### config.mk
export PLATFORM = sky130hd
export DESIGN_NAME = cpu_mc
export DESIGN_NICKNAME = d
export VERILOG_FILES = /design/src/rtl/cpu_pkg.sv /design/src/rtl/alu.sv /design/src/rtl/cpu_mc_regfile.sv /design/src/rtl/cpu_mc.sv
export SDC_FILE = /design/constraint.sdc
export NUM_CORES = 2
export LEC_CHECK = 0
export CAP_MARGIN = 20
export CORE_MARGIN = 2
export CORE_UTILIZATION = 60
export DETAILED_ROUTE_END_ITERATION = 8
export GPL_ROUTABILITY_DRIVEN = 0
export PLACE_DENSITY = 0.77
export SYNTH_ARGS = -nofsm -noshare
export SYNTH_HDL_FRONTEND = slang
export SYNTH_SLANG_ARGS = --single-unit
export TNS_END_PERCENT = 50
### constraint.sdc
create_clock -name clk -period 12.4 [get_ports clk]
set_input_delay 2.48 -clock clk [delete_from_list [all_inputs] [get_ports clk]]
set_output_delay 2.48 -clock clk [all_outputs]
set_load 0.05 [all_outputs]
### src/rtl/cpu_pkg.sv
// Shared encodings for the multi-cycle RV32I-subset core: opcodes, ALU ops,
// FSM states, immediate kinds and the instruction decoder.
package cpu_pkg;

    localparam logic [6:0] OP_R    = 7'b0110011;
    localparam logic [6:0] OP_ADDI = 7'b0010011;
    localparam logic [6:0] OP_LW   = 7'b0000011;
    localparam logic [6:0] OP_SW   = 7'b0100011;
    localparam logic [6:0] OP_BR   = 7'b1100011;
    localparam logic [6:0] OP_JAL  = 7'b1101111;

    localparam logic [2:0] F3_ADD = 3'b000;
    localparam logic [2:0] F3_SLT = 3'b010;
    localparam logic [2:0] F3_OR  = 3'b110;
    localparam logic [2:0] F3_AND = 3'b111;
    localparam logic [2:0] F3_LSW = 3'b010;
    localparam logic [2:0] F3_BEQ = 3'b000;
    localparam logic [2:0] F3_BNE = 3'b001;
    localparam logic [6:0] F7_BASE = 7'b0000000;
    localparam logic [6:0] F7_SUB  = 7'b0100000;

    localparam logic [2:0] ALU_ADD = 3'd0;
    localparam logic [2:0] ALU_SUB = 3'd1;
    localparam logic [2:0] ALU_AND = 3'd2;
    localparam logic [2:0] ALU_OR  = 3'd3;
    localparam logic [2:0] ALU_SLT = 3'd4;

    localparam logic [2:0] S_FETCH  = 3'd0;
    localparam logic [2:0] S_DECODE = 3'd1;
    localparam logic [2:0] S_EXEC   = 3'd2;
    localparam logic [2:0] S_MEM    = 3'd3;
    localparam logic [2:0] S_WB     = 3'd4;
    localparam logic [2:0] S_HALT   = 3'd5;

    localparam logic [2:0] IMM_NONE = 3'd0;
    localparam logic [2:0] IMM_I    = 3'd1;
    localparam logic [2:0] IMM_S    = 3'd2;
    localparam logic [2:0] IMM_B    = 3'd3;
    localparam logic [2:0] IMM_J    = 3'd4;

    typedef struct packed {
        logic       legal;
        logic [2:0] alu_op;
        logic       use_imm;
        logic [2:0] imm_kind;
        logic       is_lw;
        logic       is_sw;
        logic       is_br;
        logic       is_jal;
        logic       writes_rd;
        logic       uses_rs1;
        logic       uses_rs2;
    } ctrl_t;

    function automatic logic [31:0] make_imm(input logic [31:0] ir, input logic [2:0] kind);
        case (kind)
            IMM_I:   return {{20{ir[31]}}, ir[31:20]};
            IMM_S:   return {{20{ir[31]}}, ir[31:25], ir[11:7]};
            IMM_B:   return {{19{ir[31]}}, ir[31], ir[7], ir[30:25], ir[11:8], 1'b0};
            IMM_J:   return {{11{ir[31]}}, ir[31], ir[19:12], ir[20], ir[30:21], 1'b0};
            default: return 32'd0;
        endcase
    endfunction

    function automatic ctrl_t decode(input logic [31:0] ir);
        ctrl_t      c;
        logic [2:0] f3;
        logic [6:0] f7;
        f3 = ir[14:12];
        f7 = ir[31:25];
        c = '0;
        c.alu_op = ALU_ADD;
        c.imm_kind = IMM_NONE;
        case (ir[6:0])
            OP_R: begin
                c.writes_rd = 1'b1;
                c.uses_rs1 = 1'b1;
                c.uses_rs2 = 1'b1;
                c.legal = 1'b1;
                if (f7 == F7_SUB && f3 == F3_ADD) c.alu_op = ALU_SUB;
                else if (f7 == F7_BASE && f3 == F3_ADD) c.alu_op = ALU_ADD;
                else if (f7 == F7_BASE && f3 == F3_SLT) c.alu_op = ALU_SLT;
                else if (f7 == F7_BASE && f3 == F3_OR)  c.alu_op = ALU_OR;
                else if (f7 == F7_BASE && f3 == F3_AND) c.alu_op = ALU_AND;
                else c.legal = 1'b0;
            end
            OP_ADDI: begin
                c.legal = (f3 == F3_ADD);
                c.use_imm = 1'b1;
                c.imm_kind = IMM_I;
                c.writes_rd = 1'b1;
                c.uses_rs1 = 1'b1;
            end
            OP_LW: begin
                c.legal = (f3 == F3_LSW);
                c.is_lw = 1'b1;
                c.use_imm = 1'b1;
                c.imm_kind = IMM_I;
                c.writes_rd = 1'b1;
                c.uses_rs1 = 1'b1;
            end
            OP_SW: begin
                c.legal = (f3 == F3_LSW);
                c.is_sw = 1'b1;
                c.use_imm = 1'b1;
                c.imm_kind = IMM_S;
                c.uses_rs1 = 1'b1;
                c.uses_rs2 = 1'b1;
            end
            OP_BR: begin
                c.legal = (f3 == F3_BEQ) || (f3 == F3_BNE);
                c.is_br = 1'b1;
                c.imm_kind = IMM_B;
                c.uses_rs1 = 1'b1;
                c.uses_rs2 = 1'b1;
            end
            OP_JAL: begin
                c.legal = 1'b1;
                c.is_jal = 1'b1;
                c.imm_kind = IMM_J;
                c.writes_rd = 1'b1;
            end
            default: c.legal = 1'b0;
        endcase
        return c;
    endfunction

endpackage

### src/rtl/alu.sv
// 32-bit ALU shared with the single-cycle core; op codes come from cpu_pkg.
module alu
    import cpu_pkg::*;
(
    input  logic [2:0]  op,
    input  logic [31:0] a,
    input  logic [31:0] b,
    output logic [31:0] y
);

    always_comb begin
        case (op)
            ALU_SUB: y = a - b;
            ALU_AND: y = a & b;
            ALU_OR:  y = a | b;
            ALU_SLT: y = {31'd0, $signed(a) < $signed(b)};
            default: y = a + b;
        endcase
    end

endmodule

### src/rtl/cpu_mc_regfile.sv
// NREGS-deep register file: two async read ports, one sync write port, x0 reads 0.
module cpu_mc_regfile #(
    parameter int NREGS = 32,
    parameter int AW    = 5
) (
    input  logic          clk,
    input  logic          rst,
    input  logic [AW-1:0] raddr1,
    input  logic [AW-1:0] raddr2,
    output logic [31:0]   rdata1,
    output logic [31:0]   rdata2,
    input  logic          we,
    input  logic [AW-1:0] waddr,
    input  logic [31:0]   wdata
);

    logic [31:0] regs [NREGS];

    always_ff @(posedge clk) begin
        if (rst) begin
            for (int i = 0; i < NREGS; i++) regs[i] <= '0;
        end else if (we && waddr != '0) begin
            regs[waddr] <= wdata;
        end
    end

    assign rdata1 = (raddr1 == '0) ? 32'd0 : regs[raddr1];
    assign rdata2 = (raddr2 == '0) ? 32'd0 : regs[raddr2];

endmodule

### src/rtl/cpu_mc.sv
// Multi-cycle RV32I-subset core with one unified req/ready memory port.
// Optional CPU_PERF_CNT_EN adds 64-bit cycle and retired-instruction counters.
module cpu_mc
    import cpu_pkg::*;
#(
    parameter logic [31:0] RESET_PC = 32'h0000_0000,
    parameter int          NREGS    = 32
) (
    input  logic        clk,
    input  logic        rst,
    output logic        mem_req,
    output logic        mem_we,
    output logic [31:0] mem_addr,
    output logic [31:0] mem_wdata,
    input  logic        mem_ready,
    input  logic [31:0] mem_rdata,
    output logic [31:0] pc_o,
    output logic        instr_retired,
    output logic        halted
`ifdef CPU_PERF_CNT_EN
    ,
    output logic [63:0] perf_cycle,
    output logic [63:0] perf_instret
`endif
);

    localparam int         AW      = $clog2(NREGS);
    localparam logic [5:0] NREGS_L = 6'(NREGS);

    logic [2:0]  state;
    logic [31:0] pc, ir, a_reg, b_reg, imm, alu_out, mdr;
    logic [31:0] rs1_val, rs2_val, alu_b, alu_y, target, pc_plus4, wb_data;
    logic        reg_ok, taken, br_bad, jal_bad, data_bad, rf_we;
    ctrl_t       ctrl;

    assign ctrl     = decode(ir);
    assign alu_b    = ctrl.use_imm ? imm : b_reg;
    assign pc_plus4 = pc + 32'd4;
    assign target   = pc + imm;
    assign taken    = ctrl.is_br && ((a_reg == b_reg) ^ ir[12]);
    assign br_bad   = taken && (target[1:0] != 2'b00);
    assign jal_bad  = ctrl.is_jal && (target[1:0] != 2'b00);
    assign data_bad = (alu_out[1:0] != 2'b00);
    assign wb_data  = ctrl.is_lw ? mdr : (ctrl.is_jal ? pc_plus4 : alu_out);
    assign rf_we    = (state == S_WB) && ctrl.writes_rd;

    // Only register fields the instruction actually uses are range-checked (RV32E).
    assign reg_ok = !((ctrl.uses_rs1  && {1'b0, ir[19:15]} >= NREGS_L) ||
                      (ctrl.uses_rs2  && {1'b0, ir[24:20]} >= NREGS_L) ||
                      (ctrl.writes_rd && {1'b0, ir[11:7]}  >= NREGS_L));

    cpu_mc_regfile #(.NREGS(NREGS), .AW(AW)) u_regfile (
        .clk    (clk),
        .rst    (rst),
        .raddr1 (ir[15 +: AW]),
        .raddr2 (ir[20 +: AW]),
        .rdata1 (rs1_val),
        .rdata2 (rs2_val),
        .we     (rf_we),
        .waddr  (ir[7 +: AW]),
        .wdata  (wb_data)
    );

    alu u_alu (
        .op (ctrl.alu_op),
        .a  (a_reg),
        .b  (alu_b),
        .y  (alu_y)
    );

    always_ff @(posedge clk) begin
        if (rst) begin
            state   <= S_FETCH;
            pc      <= RESET_PC;
            ir      <= '0;
            a_reg   <= '0;
            b_reg   <= '0;
            imm     <= '0;
            alu_out <= '0;
            mdr     <= '0;
        end else begin
            case (state)
                S_FETCH: if (mem_ready) begin
                    ir    <= mem_rdata;
                    state <= S_DECODE;
                end
                S_DECODE: begin
                    a_reg <= rs1_val;
                    b_reg <= rs2_val;
                    imm   <= make_imm(ir, ctrl.imm_kind);
                    state <= (ctrl.legal && reg_ok) ? S_EXEC : S_HALT;
                end
                S_EXEC: begin
                    alu_out <= alu_y;
                    if (ctrl.is_br) begin
                        if (br_bad) state <= S_HALT;
                        else begin
                            pc    <= taken ? target : pc_plus4;
                            state <= S_FETCH;
                        end
                    end else if (jal_bad) state <= S_HALT;
                    else if (ctrl.is_lw || ctrl.is_sw) state <= S_MEM;
                    else state <= S_WB;
                end
                S_MEM: begin
                    if (data_bad) state <= S_HALT;
                    else if (mem_ready) begin
                        if (ctrl.is_lw) begin
                            mdr   <= mem_rdata;
                            state <= S_WB;
                        end else begin
                            pc    <= pc_plus4;
                            state <= S_FETCH;
                        end
                    end
                end
                S_WB: begin
                    pc    <= ctrl.is_jal ? target : pc_plus4;
                    state <= S_FETCH;
                end
                default: state <= S_HALT;
            endcase
        end
    end

    // Request fields are pure functions of held registers, so they stay stable while waiting.
    always_comb begin
        mem_req   = 1'b0;
        mem_we    = 1'b0;
        mem_addr  = pc;
        mem_wdata = b_reg;
        if (!rst) begin
            if (state == S_FETCH) mem_req = 1'b1;
            else if (state == S_MEM) begin
                mem_req  = !data_bad;
                mem_we   = ctrl.is_sw;
                mem_addr = alu_out;
            end
        end
    end

    assign instr_retired = !rst && ((state == S_WB) ||
                                    (state == S_EXEC && ctrl.is_br && !br_bad) ||
                                    (state == S_MEM && ctrl.is_sw && !data_bad && mem_ready));
    assign halted = (state == S_HALT);
    assign pc_o   = pc;

`ifdef CPU_PERF_CNT_EN
    always_ff @(posedge clk) begin
        if (rst) begin
            perf_cycle   <= '0;
            perf_instret <= '0;
        end else begin
            perf_cycle <= perf_cycle + 64'd1;
            if (instr_retired) perf_instret <= perf_instret + 64'd1;
        end
    end
`endif

endmodule

==> Word-level counts from Yosys, hierarchy flattened <==
Memory sizes are Yosys's and may differ from the RTL's. A register that Yosys moved wholly into a read port is not among the register bits.
Index checks and enable logic that the tools add are counted.
{ "classes": {"mux": 65, "bitwise_logic": 4, "eq_ne": 32, "addsub": 4, "order_cmp": 1, "reduce_logical": 41} }
{ "ops": {"columns": ["cell", "count"], "rows": [
  ["$mux W32", 16],
  ["$pmux W32 S4", 2],
  ["$pmux W32 S3", 1],
  ["$add A32 B32 Y32", 2],
  ["$mux W3", 13],
  ["$add A32 B3 Y32 const B", 1],
  ["$and A32 B32 Y32", 1],
  ["$eq A32 B32 Y1", 1],
  ["$lt A32 B32 Y1", 1],
  ["$or A32 B32 Y32", 1],
  ["$reduce_or A32 Y1", 1],
  ["$sub A32 B32 Y32", 1],
  ["$mux W5", 5],
  ["$mux W1", 23],
  ["$eq A3 B2 Y1 const B", 7],
  ["$eq A7 B6 Y1 const B", 3],
  ["$eq A3 B3 Y1 const B", 6],
  ["$logic_and A1 B1 Y1", 16],
  ["$pmux W3 S5", 1],
  ["$eq A7 B7 Y1 const B", 2],
  ["$eq A3 B1 Y1 const B", 4],
  ["$ne A2 B2 Y1 const B", 6],
  ["$pmux W3 S4", 1],
  ["$logic_not A5 Y1", 2],
  ["other kinds (20)", 30]
]} }
{ "word_totals": {"out_inout_bits": 100, "inputBits": 35, "word_cells": 156, "mem_bits_rw": 1024, "reg_bits": 227, "n_memories": 1} }
{ "memory_table": {"columns": ["memory", "words", "width", "read_ports", "rd_clocked_by_memory_dff", "write_ports", "line_no", "text"], "rows": [
  ["u_regfile.regs", 32, 32, 2, 2, 32, "cpu_mc_regfile.sv:17", "logic [31:0] regs [NREGS];"]
]} }

==> Logic depth before layout (Yosys ltp) <==
{ "depth": {"word_depth": 10, "mapped_depth": 18, "depth_no_buf": 16} }

==> Modules after synthesis <==
From an unflattened synthesis, not the netlist that was laid out.
{ "unflattened": {"hier_cells": 5912, "area_unflattened_um2": 71519.8} }
{ "modules_own_cells": {"columns": ["module", "area_each_um2", "seq_area_each_um2", "instances", "cells_per_inst"], "rows": [
  ["cpu_mc_regfile", 54300.8, 30749.5, 1, 3499],
  ["cpu_mc", 12405.6, 4324.1, 1, 1673],
  ["alu", 4813.4, 0.0, 1, 740]
]} }

==> Least setup slack after synthesis <==
Ideal clock, no wire load.
{ "synth_path": {"kind": "input to output", "startpoint": "input port rst", "endpoint": "output port mem_we", "path_stages": 3, "arrival_ns": 4.407, "n_path_buf": 2, "path_slack_ns": 5.513, "t_required_ns": 9.920, "path_cell_list": "clkbuf_1 clkbuf_1 nor4_1"} }
{ "synth_between": {"elab_chain_len": 1} }
{ "synth_lines": {"columns": ["item", "line_no", "text"], "rows": [
  ["from (decl)", "cpu_mc.sv:10", "input logic rst,"],
  ["$mux W1", "cpu_mc.sv:132", "if (!rst) begin"],
  ["to (decl)", "cpu_mc.sv:12", "output logic mem_we,"]
]} }
No other way between the ends.

==> Worst setup path after layout <==
{ "layout_path": {"startpoint": "input port rst", "endpoint": "output port mem_addr[0]"} }
{ "layout_between": {"elab_chain_len": 1} }
{ "layout_lines": {"columns": ["item", "line_no", "text"], "rows": [
  ["$mux W32", "cpu_mc.sv:132", null],
  ["to (decl)", "cpu_mc.sv:13", "output logic [31:0] mem_addr,"]
]} }
No other way between the ends.

==> flow_summary_export.csv <==
group,metric,value,unit
run_status,status,"finished with violations",
run_status,violations,"design-rule violations",
sta,min_period,7170,ps
critical_path,required,9920,ps
cts,cts_resized,0,
critical_path,cp.arrival,4690,ps
sta,period_share,57.9,%
power,p_clk_share,37.5,%
sta,fin_skew,31.5,ps
grt,grtUsageTotal,39.3,%
cts,cts_buffers,135,
sta,relSlewSlack,21.2,%
sta,tightest_slew,1180,ps
sta,worst_slack,5230,ps
power,intPower,7.76,mW
finish,seq_area,35300,sq um
power,p_seq_share,45.1,%
power,power.density,143,nW/um^2
cts,cts_root_buf,"clkbuf_16",
power,switching_share,28.0,%
finish,largest_reg_flops,1024,
cts,htree_levels,4,
critical_path,regToRegStartpoint,"ir[5]",
die,initial_core_util,60.5,%
grt,grt_max_degree,134,
die,coreArea,112000,sq um
critical_path,crit_type,"in -> out",
critical_path,critPathTopFamily,"buffers and inverters",
grt,grt_pass1_vias,50022,
cts,cts_setup_buffers,0,
power,power.switching,3.02,mW
sta,slew_violations,0,
cts,postCtsHoldBufs,0,
grt,overflow,0,
synthesis,ys_warn_count,0,
power,p_leak,24.5,nW
flow_run,maxCapViolCount,0,
route,vias,50551,
route,drtPass1Iterations,9,
synthesis,synth_cell_types,90,
synthesis,async_flop_share,0,%
cts,cts_tree,"built",
sta,timing.final.hold_violations,0,
critical_path,cpMaxStageDelayCell,"nor2_4",
sta,fmax,0.139,GHz
finish,fill_cells,7731,
critical_path,cp_num_buf_inv,2,
finish,fin_nets,5578,
synthesis,synthFlopType,"edfxtp_1",
critical_path,slowest_delay,830,ps
critical_path,cp-end-kind,"output pin",
critical_path,worstSetupStartpointType,"primary input",
cts,cts.clk_slew.worst_paths,60,ps
synthesis,netlist_instances,5460,
cts,clockBufferDepth,3,
route,ant_nets,0,
finish,area_growth,10.7,%
die,rows,123,
synthesis,synth.avg_cell_area,12.5,sq um
grt,antenna_found_initial,9,
synthesis,ys_ff_latch,1250,
finish,drive_gt1_share,20.5,%
critical_path,path_cells,"buf_8, nor2_4, mux2_2, clkdlybuf4s50_1",
die,die_area,116000,sq um
synthesis,syn_area,68100,sq um
sta,grt_setup_unrepaired,"false",
place,hpwl,142,mm
route,wl_per_cell,32.4,um
sta,setup_viol,0,
route,drt-initial-drc-count,8857,
power,combPwrFrac,17.3,%
grt,grt_pass1_wl,331,mm
min_path,min_from,"ir[0]",
sta,setup_tns,0,ps
route,vias_per_cell,7.20,
place,io_buffer_count,134,
die,dieHeight,341,um
place,dpl_worst_slack,5270,ps
route,wirelength,227,mm
die,num_io_pins,135,
cts,clock_latency,770,ps
route,drc_errors,2,
power,p_total,10.8,mW
critical_path,cp-startpoint,"rst",
finish,largest_register,"u_regfile.regs",
min_path,hold_class,"reg -> reg",
die,die_width,341,um
cts,clock-sinks,1250,
power,peakVddDrop,0.000134,V
synthesis,ys_seq_area_share,51.8,%
synthesis,synth_edf_count,1024,
critical_path,critPathMaxFanout,46,
finish,multiInputGateArea,30900,sq um
==> worst min-delay path, stage by stage, from the launching register on <==
cell and delay [ps]:
dfxtp_1 310, nand2_1 50, a21oi_1 50
==> through the flow <==
stage / utilization [%] / instance area, sq um / cells / hold slack, ps
after detailed placement: 63.0 / 70900 / 6768 / 452
after global routing: 67.0 / 75300 / 7017 / 476
final: 67.0 / 75300 / 7021 / 459
after CTS: 66.9 / 75200 / 7011 / 460
after floorplan: - / 68200 / 5491 / 436
after global placement: 63.0 / 70900 / 6766 / 443
==> power by group through the flow <==
| stage | Combinational, mW | Clock (mW) | Sequential, mW |
|---|---|---|---|
| 6_report | 1.87 | 4.05 | 4.87 |
| 3_3_place_gp | 1.76 | 0 | 4.92 |
| 5_1_grt | 1.94 | 4.21 | 4.88 |
| 2_1_floorplan | 1.21 | 0 | 4.90 |
| 3_5_place_dp | 1.79 | 0 | 4.94 |
| 4_1_cts | 1.80 | 4.04 | 4.86 |
==> synth_stat cells (13+ instances only) <==
library cell / instances / share of area [%]
inv_1: 121 / 0.67
a211oi_1: 54 / 0.60
nor2_1: 1326 / 7.3
nand2b_1: 14 / 0.13
nand2_1: 304 / 1.7
xor2_1: 62 / 0.80
mux2_2: 50 / 0.83
mux4_2: 640 / 21
mux2i_1: 65 / 0.96
dfxtp_1: 226 / 6.6
o22ai_1: 17 / 0.16
nand3_1: 27 / 0.20
o21ai_1: 25 / 0.18
a221oi_1: 19 / 0.24
a21o_1: 32 / 0.35
nand4_1: 21 / 0.19
ha_1: 129 / 2.4
nor4_1: 19 / 0.17
and3_1: 15 / 0.14
nor3_1: 42 / 0.31
clkbuf_1: 372 / 2.1
a21oi_1: 342 / 2.5
o21bai_1: 23 / 0.25
o21ai_0: 102 / 0.75
a22oi_1: 13 / 0.14
buf_2: 29 / 0.21
edfxtp_1: 1024 / 45
xnor2_1: 57 / 0.73
buf_1: 79 / 0.44
or3_1: 14 / 0.13
o211ai_1: 17 / 0.19
==> worst paths after layout <==
check                           depth (start not counted)  slack [ps]           to
worst max-delay path                                    4        5230  mem_addr[0]
worst min-delay path                                    2         460        ir[0]
worst max register to register                         15        6790  alu_out[23]
worst min register to register                          2         460        ir[0]
==> routing by layer <==
layer	global-route usage, %	routed length [um]
met2	60.8	104000
met5	0	239
met3	14.8	34700
met4	24.8	17300
met1	46.6	70700
==> layout by cell type, fill, tap and decap left out, drive strengths merged, types with 55 or more instances in the layout <==
cell type and n:
a211oi 55, a21oi 342, buf 129, clkbuf 188, clkdlybuf4s50 133, dfxtp 226
edfxtp 1024, ha 129, inv 132, mux2i 65, mux4 640, nand2 304
nor2 1327, o21ai 127, xnor2 57, xor2 62
==> cell families after synthesis <==
| logic type | Yosys count | synth area share [%] |
|---|---|---|
| fa+ha+maj | 132 | 2.46 |
| flops | 1250 | 51.8 |
| simple gates | 1842 | 11.0 |
| compound gates | 755 | 6.83 |
| other cells | 1 | 0.00551 |
| xor+xnor | 119 | 1.53 |
| buf+inv | 606 | 3.40 |
| mux | 755 | 23.0 |
==> final cells by class <==
class	count	share of cell area [%]
multi-input cells	3635	41.0
repair buffers	263	3.24
flip-flops and latches	1250	46.9
well taps	1500	2.49
diodes	4	0.0133
inverters	126	0.628
clock inverters	56	0.736
clock buffers	187	5.02
(Power assumes the default switching activity.)
